==> src/rtl/controle_multiciclo.sv <==
// controle_multiciclo: Moore multicycle control FSM for the MIPS-subset datapath.
// Define UC_EXCECAO_EN to enable the illegal-opcode exception path (EXC state).
module controle_multiciclo #(
  parameter int MEM_WAIT = 1
) (
  input  logic       clock,
  input  logic       reset,
  input  logic [5:0] OPcode,
  output logic [1:0] SrcPC,
  output logic       ULASrcA,
  output logic [1:0] ULASrcB,
  output logic [2:0] ULAOp,
  output logic       EscReg,
  output logic       RegDst,
  output logic       Mem2Reg,
  output logic       IREsc,
  output logic       IorD,
  output logic       WriteMem,
  output logic       StoreMem,
  output logic       PCWri,
  output logic       PCWriCond,
  output logic       Excecao,
  output logic       EPCWri,
  output logic [4:0] state_out
);

  localparam logic [4:0] ST_RESET     = 5'd0;
  localparam logic [4:0] ST_BUSCA     = 5'd1;
  localparam logic [4:0] ST_WAIT      = 5'd2;
  localparam logic [4:0] ST_WRITE     = 5'd3;
  localparam logic [4:0] ST_DECODE    = 5'd4;
  localparam logic [4:0] ST_EXEC_R    = 5'd5;
  localparam logic [4:0] ST_WB_R      = 5'd6;
  localparam logic [4:0] ST_ADDI_EXEC = 5'd7;
  localparam logic [4:0] ST_ADDI_WB   = 5'd8;
  localparam logic [4:0] ST_MEM_ADDR  = 5'd9;
  localparam logic [4:0] ST_LW_READ   = 5'd10;
  localparam logic [4:0] ST_LW_WAIT   = 5'd11;
  localparam logic [4:0] ST_LW_MDR    = 5'd12;
  localparam logic [4:0] ST_LW_WB     = 5'd13;
  localparam logic [4:0] ST_SW_WRITE  = 5'd14;
  localparam logic [4:0] ST_BEQ       = 5'd15;
  localparam logic [4:0] ST_JUMP      = 5'd16;
  localparam logic [4:0] ST_EXC       = 5'd17;

  localparam logic [5:0] OP_RTYPE = 6'h00;
  localparam logic [5:0] OP_J     = 6'h02;
  localparam logic [5:0] OP_BEQ   = 6'h04;
  localparam logic [5:0] OP_ADDI  = 6'h08;
  localparam logic [5:0] OP_LW    = 6'h23;
  localparam logic [5:0] OP_SW    = 6'h2B;

  localparam bit         HasWait     = (MEM_WAIT > 0);
  localparam int         WaitLastInt = (MEM_WAIT > 0) ? (MEM_WAIT - 1) : 0;
  localparam logic [3:0] WAIT_LAST   = 4'(WaitLastInt);

  logic [4:0] state_q, state_d;
  logic [3:0] waitCnt_q, waitCnt_d;
  logic [5:0] opLatch_q, opLatch_d;

  // Next-state logic; the wait counter is cleared whenever a wait state is entered.
  always_comb begin
    state_d   = state_q;
    waitCnt_d = waitCnt_q;
    opLatch_d = opLatch_q;
    case (state_q)
      ST_RESET: state_d = ST_BUSCA;
      ST_BUSCA: begin
        if (HasWait) begin
          state_d   = ST_WAIT;
          waitCnt_d = 4'd0;
        end else begin
          state_d = ST_WRITE;
        end
      end
      ST_WAIT: begin
        if (waitCnt_q == WAIT_LAST) state_d = ST_WRITE;
        else waitCnt_d = waitCnt_q + 4'd1;
      end
      ST_WRITE: state_d = ST_DECODE;
      ST_DECODE: begin
        opLatch_d = OPcode;
        case (OPcode)
          OP_RTYPE:     state_d = ST_EXEC_R;
          OP_ADDI:      state_d = ST_ADDI_EXEC;
          OP_LW, OP_SW: state_d = ST_MEM_ADDR;
          OP_BEQ:       state_d = ST_BEQ;
          OP_J:         state_d = ST_JUMP;
          default: begin
`ifdef UC_EXCECAO_EN
            state_d = ST_EXC;
`else
            state_d = ST_BUSCA;
`endif
          end
        endcase
      end
      ST_EXEC_R:    state_d = ST_WB_R;
      ST_WB_R:      state_d = ST_BUSCA;
      ST_ADDI_EXEC: state_d = ST_ADDI_WB;
      ST_ADDI_WB:   state_d = ST_BUSCA;
      ST_MEM_ADDR:  state_d = (opLatch_q == OP_LW) ? ST_LW_READ : ST_SW_WRITE;
      ST_LW_READ: begin
        if (HasWait) begin
          state_d   = ST_LW_WAIT;
          waitCnt_d = 4'd0;
        end else begin
          state_d = ST_LW_MDR;
        end
      end
      ST_LW_WAIT: begin
        if (waitCnt_q == WAIT_LAST) state_d = ST_LW_MDR;
        else waitCnt_d = waitCnt_q + 4'd1;
      end
      ST_LW_MDR:   state_d = ST_LW_WB;
      ST_LW_WB:    state_d = ST_BUSCA;
      ST_SW_WRITE: state_d = ST_BUSCA;
      ST_BEQ:      state_d = ST_BUSCA;
      ST_JUMP:     state_d = ST_BUSCA;
`ifdef UC_EXCECAO_EN
      ST_EXC:      state_d = ST_BUSCA;
`else
      ST_EXC:      state_d = ST_RESET;
`endif
      default:     state_d = ST_RESET;
    endcase
  end

  always_ff @(posedge clock) begin
    if (reset) begin
      state_q   <= ST_RESET;
      waitCnt_q <= 4'd0;
      opLatch_q <= 6'd0;
    end else begin
      state_q   <= state_d;
      waitCnt_q <= waitCnt_d;
      opLatch_q <= opLatch_d;
    end
  end

  // Moore output decode: everything defaults to 0, so RESET and unused codes are quiet.
  always_comb begin
    SrcPC     = 2'b00;
    ULASrcA   = 1'b0;
    ULASrcB   = 2'b00;
    ULAOp     = 3'b000;
    EscReg    = 1'b0;
    RegDst    = 1'b0;
    Mem2Reg   = 1'b0;
    IREsc     = 1'b0;
    IorD      = 1'b0;
    WriteMem  = 1'b0;
    StoreMem  = 1'b0;
    PCWri     = 1'b0;
    PCWriCond = 1'b0;
    Excecao   = 1'b0;
    EPCWri    = 1'b0;
    case (state_q)
      ST_BUSCA: begin
        ULASrcB = 2'b01;
        PCWri   = 1'b1;
      end
      ST_WAIT:   ULASrcB = 2'b01;
      ST_WRITE:  IREsc   = 1'b1;
      ST_DECODE: ULASrcB = 2'b11;
      ST_EXEC_R: begin
        ULASrcA = 1'b1;
        ULAOp   = 3'b010;
      end
      ST_WB_R: begin
        EscReg = 1'b1;
        RegDst = 1'b1;
      end
      ST_ADDI_EXEC, ST_MEM_ADDR: begin
        ULASrcA = 1'b1;
        ULASrcB = 2'b10;
      end
      ST_ADDI_WB: EscReg = 1'b1;
      ST_LW_READ, ST_LW_WAIT: IorD = 1'b1;
      ST_LW_MDR: begin
        IorD     = 1'b1;
        StoreMem = 1'b1;
      end
      ST_LW_WB: begin
        EscReg  = 1'b1;
        Mem2Reg = 1'b1;
      end
      ST_SW_WRITE: begin
        IorD     = 1'b1;
        WriteMem = 1'b1;
      end
      ST_BEQ: begin
        ULASrcA   = 1'b1;
        ULAOp     = 3'b001;
        SrcPC     = 2'b01;
        PCWriCond = 1'b1;
      end
      ST_JUMP: begin
        SrcPC = 2'b10;
        PCWri = 1'b1;
      end
`ifdef UC_EXCECAO_EN
      // EPC captures PC-4, i.e. the address of the offending instruction.
      ST_EXC: begin
        Excecao = 1'b1;
        EPCWri  = 1'b1;
        ULASrcB = 2'b01;
        ULAOp   = 3'b001;
        SrcPC   = 2'b11;
        PCWri   = 1'b1;
      end
`endif
      default: ;
    endcase
  end

  assign state_out = state_q;

endmodule

==> config.mk <==
export PLATFORM = sky130hd
export DESIGN_NAME = controle_multiciclo
export DESIGN_NICKNAME = d
export VERILOG_FILES = /design/src/rtl/controle_multiciclo.sv
export SDC_FILE = /design/constraint.sdc
export NUM_CORES = 1
export LEC_CHECK = 0
export BUFFER_PORTS_ARGS = -buffer_cell sky130_fd_sc_hd__buf_4
export CORE_UTILIZATION = 40
export DETAILED_ROUTE_END_ITERATION = 8
export GPL_TIMING_DRIVEN = 0
export PLACE_DENSITY = 0.66
export SETUP_SLACK_MARGIN = 0.05
export SLEW_MARGIN = 0
export SYNTH_ARGS = -nofsm -noshare
export SYNTH_HDL_FRONTEND = slang
export SYNTH_SLANG_ARGS = --single-unit
==> constraint.sdc <==
create_clock -name clock -period 1.8 [get_ports clock]
set_clock_uncertainty 0.1 [all_clocks]
set_input_delay 0.54 -clock clock [delete_from_list [all_inputs] [get_ports clock]]
set_output_delay 0.54 -clock clock [all_outputs]
set_load 0.01 [all_outputs]
==> results of run 1 <==
## cell usage after synthesis, types with 3 or more instances
cell type	instances
a21oi_1	3
a31oi_1	3
buf_4	5
clkbuf_1	9
dfxtp_1	15
inv_1	4
mux2i_1	8
nand2_1	7
nand2b_1	9
nand4_1	3
nor2_1	21
nor3_1	8
nor4_1	3
o21ai_0	3
or3_1	3
xnor2_1	3
xor2_1	3
## per-stage QoR
stage / hold slack, ns / power [mW] / setup slack [ns] / TNS [ns] / instances
after global routing: 0.414 / 1.04 / -0.446 / -5.54 / 229
final: 0.398 / 1.00 / -0.400 / -4.25 / 229
after global placement: 0.366 / 0.642 / -0.167 / -1.35 / 204
after CTS: 0.400 / 0.958 / -0.383 / -4.05 / 226
after floorplan: 0.355 / 0.557 / -0.0354 / -0.0847 / 146
after detailed placement: 0.380 / 0.644 / -0.182 / -1.52 / 204
## placed cells by master (no fill, tap or decap), types with 4 or more instances in the layout
cell,count
buf_4,47
nor3_2,4
mux2i_1,7
nor2_1,15
nor2_4,4
clkbuf_4,4
dfxtp_1,10
nand2_1,5
buf_6,9
nand2b_4,6
## layout make-up
class	count	area, um2
Timing Repair Buffer	51	413
Fill cell	177	616
Sequential cell	15	312
Buffer	14	186
Clock buffer	4	26.3
Multi-Input combinational cell	111	935
Tap cell	30	37.5
Inverter	4	20.0
## path summary, 6_finish.rpt
| kind | cells after the start | startpoint | slack [ns] | end |
|---|---|---|---|---|
| setup / recovery | 6 | state_out[0] | -0.40 | ULASrcB[1] |
| hold / removal | 2 | opLatch_q[5] | 0.40 | opLatch_q[5] |
| setup reg to reg | 8 | state_out[1] | -0.15 | state_out[2] |
| hold reg to reg | 2 | opLatch_q[5] | 0.40 | opLatch_q[5] |
## registers in the layout (all words and copies together), names as in the netlist
register and count:
waitCnt_q 4, state_out 5, opLatch_q 6
## worst max-delay path: cells and delay by family, from the launching register on
| kind | cells | cell delay (ns) |
|---|---|---|
| AND/OR/NAND/NOR | 2 | 0.23 |
| buffers and inverters | 2 | 0.24 |
| multiplexers | 1 | 0.27 |
| AO/OA/AOI/OAI | 1 | 0.17 |
| flip-flops | 1 | 0.36 |
## report_power, final
group	internal, mW	switching, mW
sequential	0.344	0.0141
clock	0.0860	0.104
combinational	0.235	0.218
total	0.666	0.337
## cells by family after synthesis
kind of cell / Yosys count / synth area share
multiplexers: 9 / 0.0821
buffers and inverters: 20 / 0.0979
flip-flops: 15 / 0.270
AO/OA/AOI/OAI: 25 / 0.157
adder cells (fa/ha/maj): 2 / 0.0225
other: 1 / 0.00337
XOR/XNOR: 6 / 0.0473
AND/OR/NAND/NOR: 66 / 0.319
## timing repair
action / 4_1_cts / 5_1_grt
cloned: 1 / 0
pin swaps: 12 / 10
gates resized for setup: 50 / 26
buffers inserted: 17 / 6
setup endpoints to repair: 16 / 31
## per-layer routing
metal	wire, um	global-route usage	share of wire	up-vias
met5	0	0	0	-
met4	127	0.128	0.034	0
met3	145	0.0167	0.039	14
met2	1870	0.452	0.51	47
met1	1560	0.308	0.42	578
li1	-	-	-	617
==> run metrics, run 1 <==
status finished, violations left; violated checks setup timing; design area 0.00193 mm2; DIE AREA 0.00300 mm2; RSZ-0062 raised after global routing true; Longest Clk Path Bufs 2; number of antenna diodes 0; Max FO, Critical Path 5; pwr dens 519 mW/mm2; top cells by area, synth dfxtp_1 (27%), mux2i_1 (7.2%), nor2_1 (7.1%); vias in the first global route 1211; Cell Area, Synth approximately 0.0011 mm2; fin crit share 1.22; Peak VDD IR 482 uV; hold buffer count at cts 0; clk sinks 15; Synth Warn # 0; f_max around 450 MHz; EDFF count, synth 0; startpoint types flop; max-capacitance violation count 0; fin crit period 2.20 ns; Iter 0 DRT Violations 24; die width ~55 um; clock buffer count from CTS 3; Final Setup Violations 23; Critical Path, Cell by Cell buf_8, nand2b_4, mux2_2, o22a_1, nor2_2, buf_4; Layout Utilization 0.758; final setup margin -0.400 ns; synthesized flop and latch total 15; DP HPWL 2100 um; total gr overflow 0; Netlist cell types 43; DRT Pass-1 Iters 4; CP Class reg -> out; average size of a mapped cell approximately 7.7 um2; critical path's largest stage delay 0.36 ns; routed len/inst between 15 and 20 um; Clock transition at path regs 0.09 ns; first-pass GRT wire length roughly 5400 um; core footprint 0.00254 mm2; area of placed instances approximately 0.0014 mm2; Vias/cell 5.48; CP required about 1.2 ns; pin count of the biggest net entering global routing 11; FFs w/ async S/R, synth 0; I/O Buffers 28; final wirelength between 3000 and 4000 um; DRC errors left 0; final-report max-slew violation count 0; gr usage total 0.256; Clock Root Buffer clkbuf_4; ys flop type dfxtp_1; hold crit path type reg -> reg; num ports 32; Die Height 54.7 um; initial cell density of the core 0.437; critical path's slowest cell dfxtp_4; P&R area growth vs syn 73.5%; initial antenna violation count 0; post-synth top area cell dfxtp_1; row count 18; Mapped Cells 144; share of the synthesized area in the top cell type 0.270; register area share after synthesis 0.270; Final ANT Viol Nets 0; GPL Wtd Cong just under 0.8; final hold vios 0; worst-skew pair later-pin latency 0.28 ns; Lkg Pwr between 0.8 and 0.9 nW; crit end category primary output; number of H-tree levels 1; CTS tree built; WP data arrival 1.56 ns; fraction of layout cells with a size suffix above 1 0.558; Nets 210; vias after detailed routing between 1000 and 1500
(Power assumes the default switching activity.)
==> inputs of run 2 (changes only) <==
- ABC_AREA: unset -> 1
==> run metrics, run 2 <==
row count 18 (unchanged); die width 52.8 um (-3.5%); Netlist cell types 25 (-42%); pin count of the biggest net entering global routing 11 (unchanged); core footprint 0.00245 mm2 (-3.5%); final hold vios 0 (unchanged); Setup TNS -1.45 ns (+2.80 ns); total gr overflow 0 (unchanged); top cells by area, synth dfxtp_1 (29%), nor2_1 (9.8%), nand2_1 (8.4%); CTS tree built; xor/xnor share of the synthesized area 0 (-0.0472); Commonest cells post-synth nor2_1 (27), nand2_1 (23), inv_1 (20); clk sinks 15 (unchanged); startpoint types flop; I/O Buffers 28 (unchanged); number of H-tree levels 1 (unchanged); Final ANT Viol Nets 0 (unchanged); Simple-Gate Fraction of Synth Area 0.395 (+0.0752); CP Class reg -> out; fin crit share 1.10 (-0.126); num ports 32 (unchanged); Vias/cell 5.12 (-6.7%); EDFF count, synth 0 (unchanged); CP required 1.16 ns (about the same); DP HPWL 1960 um (-6.3%); max FFs per register 6 (unchanged); Peak VDD IR 442 uV (-8.4%); Nets 227 (+8.1%); final-report max-slew violation count 0 (unchanged); hold crit path type in -> reg; DIE AREA 0.00279 mm2 (-6.8%); Clock Root Buffer clkbuf_4; GPL Wtd Cong 0.825 (+5.3%); max-capacitance violation count 0 (unchanged); FFs w/ async S/R, synth 0 (unchanged); largest family of logic cells by synthesized area simple AND/OR/NAND/NOR gates; Lkg Pwr 0.818 nW (+2.2%); commonest non-fill, non-tap cell in the layout buf_4; initial cell density of the core 0.421 (-0.0161); RSZ-0062 raised after global routing true; top-count cell post-synth nor2_1; Compound-Gate Fraction of Synth Area 0.153 (-0.00494); WP data arrival 1.33 ns (-0.23 ns); vias after detailed routing 1259 (+0.24%); clock buffer count from CTS 3 (unchanged); worst-skew pair later-pin latency 0.29 ns (about the same); first-pass GRT wire length 4670 um (-14%); vias in the first global route 1135 (-6.3%); number of antenna diodes 0 (unchanged); fraction of layout cells with a size suffix above 1 0.528 (-0.0300); sequential share of power 0.349 (-0.009); area of placed instances 0.00129 mm2 (-10%); cell-internal power 0.681 mW (+2.4%); violated checks setup timing; P&R area growth vs syn 64.9%; synthesized flop and latch total 15 (unchanged); Non-Filler Instances 246 (+7.4%); Clock Power Share 0.176 (-0.014); Synth Warn # 0 (unchanged); Cell Area, Synth 0.00103 mm2 (-7.1%); adder-cell area share of the yosys netlist 0.0242 (+0.00172); gr usage total 0.230 (-0.0265); Clock transition at path regs 0.10 ns (about the same); Longest Clk Path Bufs 2 (unchanged); f_max 507 MHz (+12%); pwr dens 665 mW/mm2 (+28%); share of the synthesized area in the top cell type 0.291 (+0.0206); multiplexer share of the synthesized area 0 (-0.0821); status finished, violations left; net load switching power 0.452 mW (+34%); final setup margin -0.173 ns (+0.228 ns); Largest Register opLatch_q; DRT Pass-1 Iters 4 (unchanged); register area share after synthesis 0.291 (+0.0206); sw frac 0.399 (+0.0627); DRC errors left 0 (unchanged); dpl cells 220 (+7.8%); fin crit period 1.97 ns (-0.228 ns); design area 0.00170 mm2 (-12%); average size of a mapped cell 6.46 um2 (-16%); crit end category primary output; most frequent cells in the layout buf_4 (45), nand2_1 (19), inv_1 (14); final wirelength 3360 um (-9.1%); Iter 0 DRT Violations 20 (-17%); routed len/inst 13.7 um (-15%); Mapped Cells 160 (+11%); combinational power share 0.475 (+0.023); Final Setup Violations 15 (-35%); initial antenna violation count 0 (unchanged); Max FO, Critical Path 5 (unchanged); post-synth top area cell dfxtp_1; ys flop type dfxtp_1; Die Height 52.8 um (-3.5%)
[run 2: cell types whose count changed after synthesis, moves of 9 or more]
cell      change
nand3_1      +12
clkbuf_1      -9
a21oi_1       +9
nand2b_1      -9
inv_1        +16
nand2_1      +16
[run 2: path summary, 6_finish.rpt]
check	from	endpoint	slack (ns)	depth (start not counted)
max	state_out[3]	ULASrcB[1]	-0.17	6
min	reset	state_out[0]	0.34	2
max reg2reg	state_out[3]	waitCnt_q[3]	0.25	10
min reg2reg	opLatch_q[4]	opLatch_q[4]	0.37	2
[run 2: logic make-up after synthesis]
logic type,after synthesis
simple gates,83
fa+ha+maj,2
flops,15
compound gates,29
other cells,1
buf+inv,30
[run 2: layout make-up]
cell class	instances	area (um2)
clock buffers	3	22.5
inverters	24	105
fillers	207	751
flip-flops and latches	15	319
well taps	30	37.5
plain buffers	6	52.6
multi-input cells	117	753
clock inverters	1	5.00
repair buffers	50	409
[run 2: layer usage]
metal | GRT usage | routed length (um)
met1 | 0.260 | 1320
met3 | 0.0232 | 157
met2 | 0.414 | 1820
met4 | 0.127 | 59
met5 | 0 | 0
[run 2: metrics by stage]
step	power [mW]	worst slack, ns	hold WS, ns	util
floorplan	0.608	0.0613	0.330	-
global placement	0.712	-0.110	0.345	0.526
detailed placement	0.715	-0.110	0.353	0.526
CTS	1.07	-0.139	0.340	0.638
global route	1.20	-0.237	0.346	0.694
finish	1.13	-0.173	0.342	0.694
[run 2: repair_timing]
| item | CTS | global route |
|---|---|---|
| pin swaps | 13 | 11 |
| hold endpoints to repair | 0 | 0 |
| resized for setup | 48 | 23 |
| hold buffers | 0 | 0 |
| setup buffers | 15 | 8 |
| setup endpoints to repair | 16 | 16 |
[run 2: worst max-delay path: stages (launching register included)]
cell and delay (ns):
dfxtp_4 0.40, buf_4 0.14, nand2_4 0.07, nor2_2 0.18, nor2_2 0.06, nand2_1 0.07
buf_4 0.11
[run 2: power groups by stage]
stage          Combinational, mW  Sequential [mW]  Clock (mW)
2_1_floorplan              0.219            0.389           0
3_3_place_gp               0.324            0.388           0
3_5_place_dp               0.327            0.388           0
4_1_cts                    0.475            0.391       0.201
5_1_grt                    0.582            0.399       0.219
6_report                   0.538            0.395       0.199
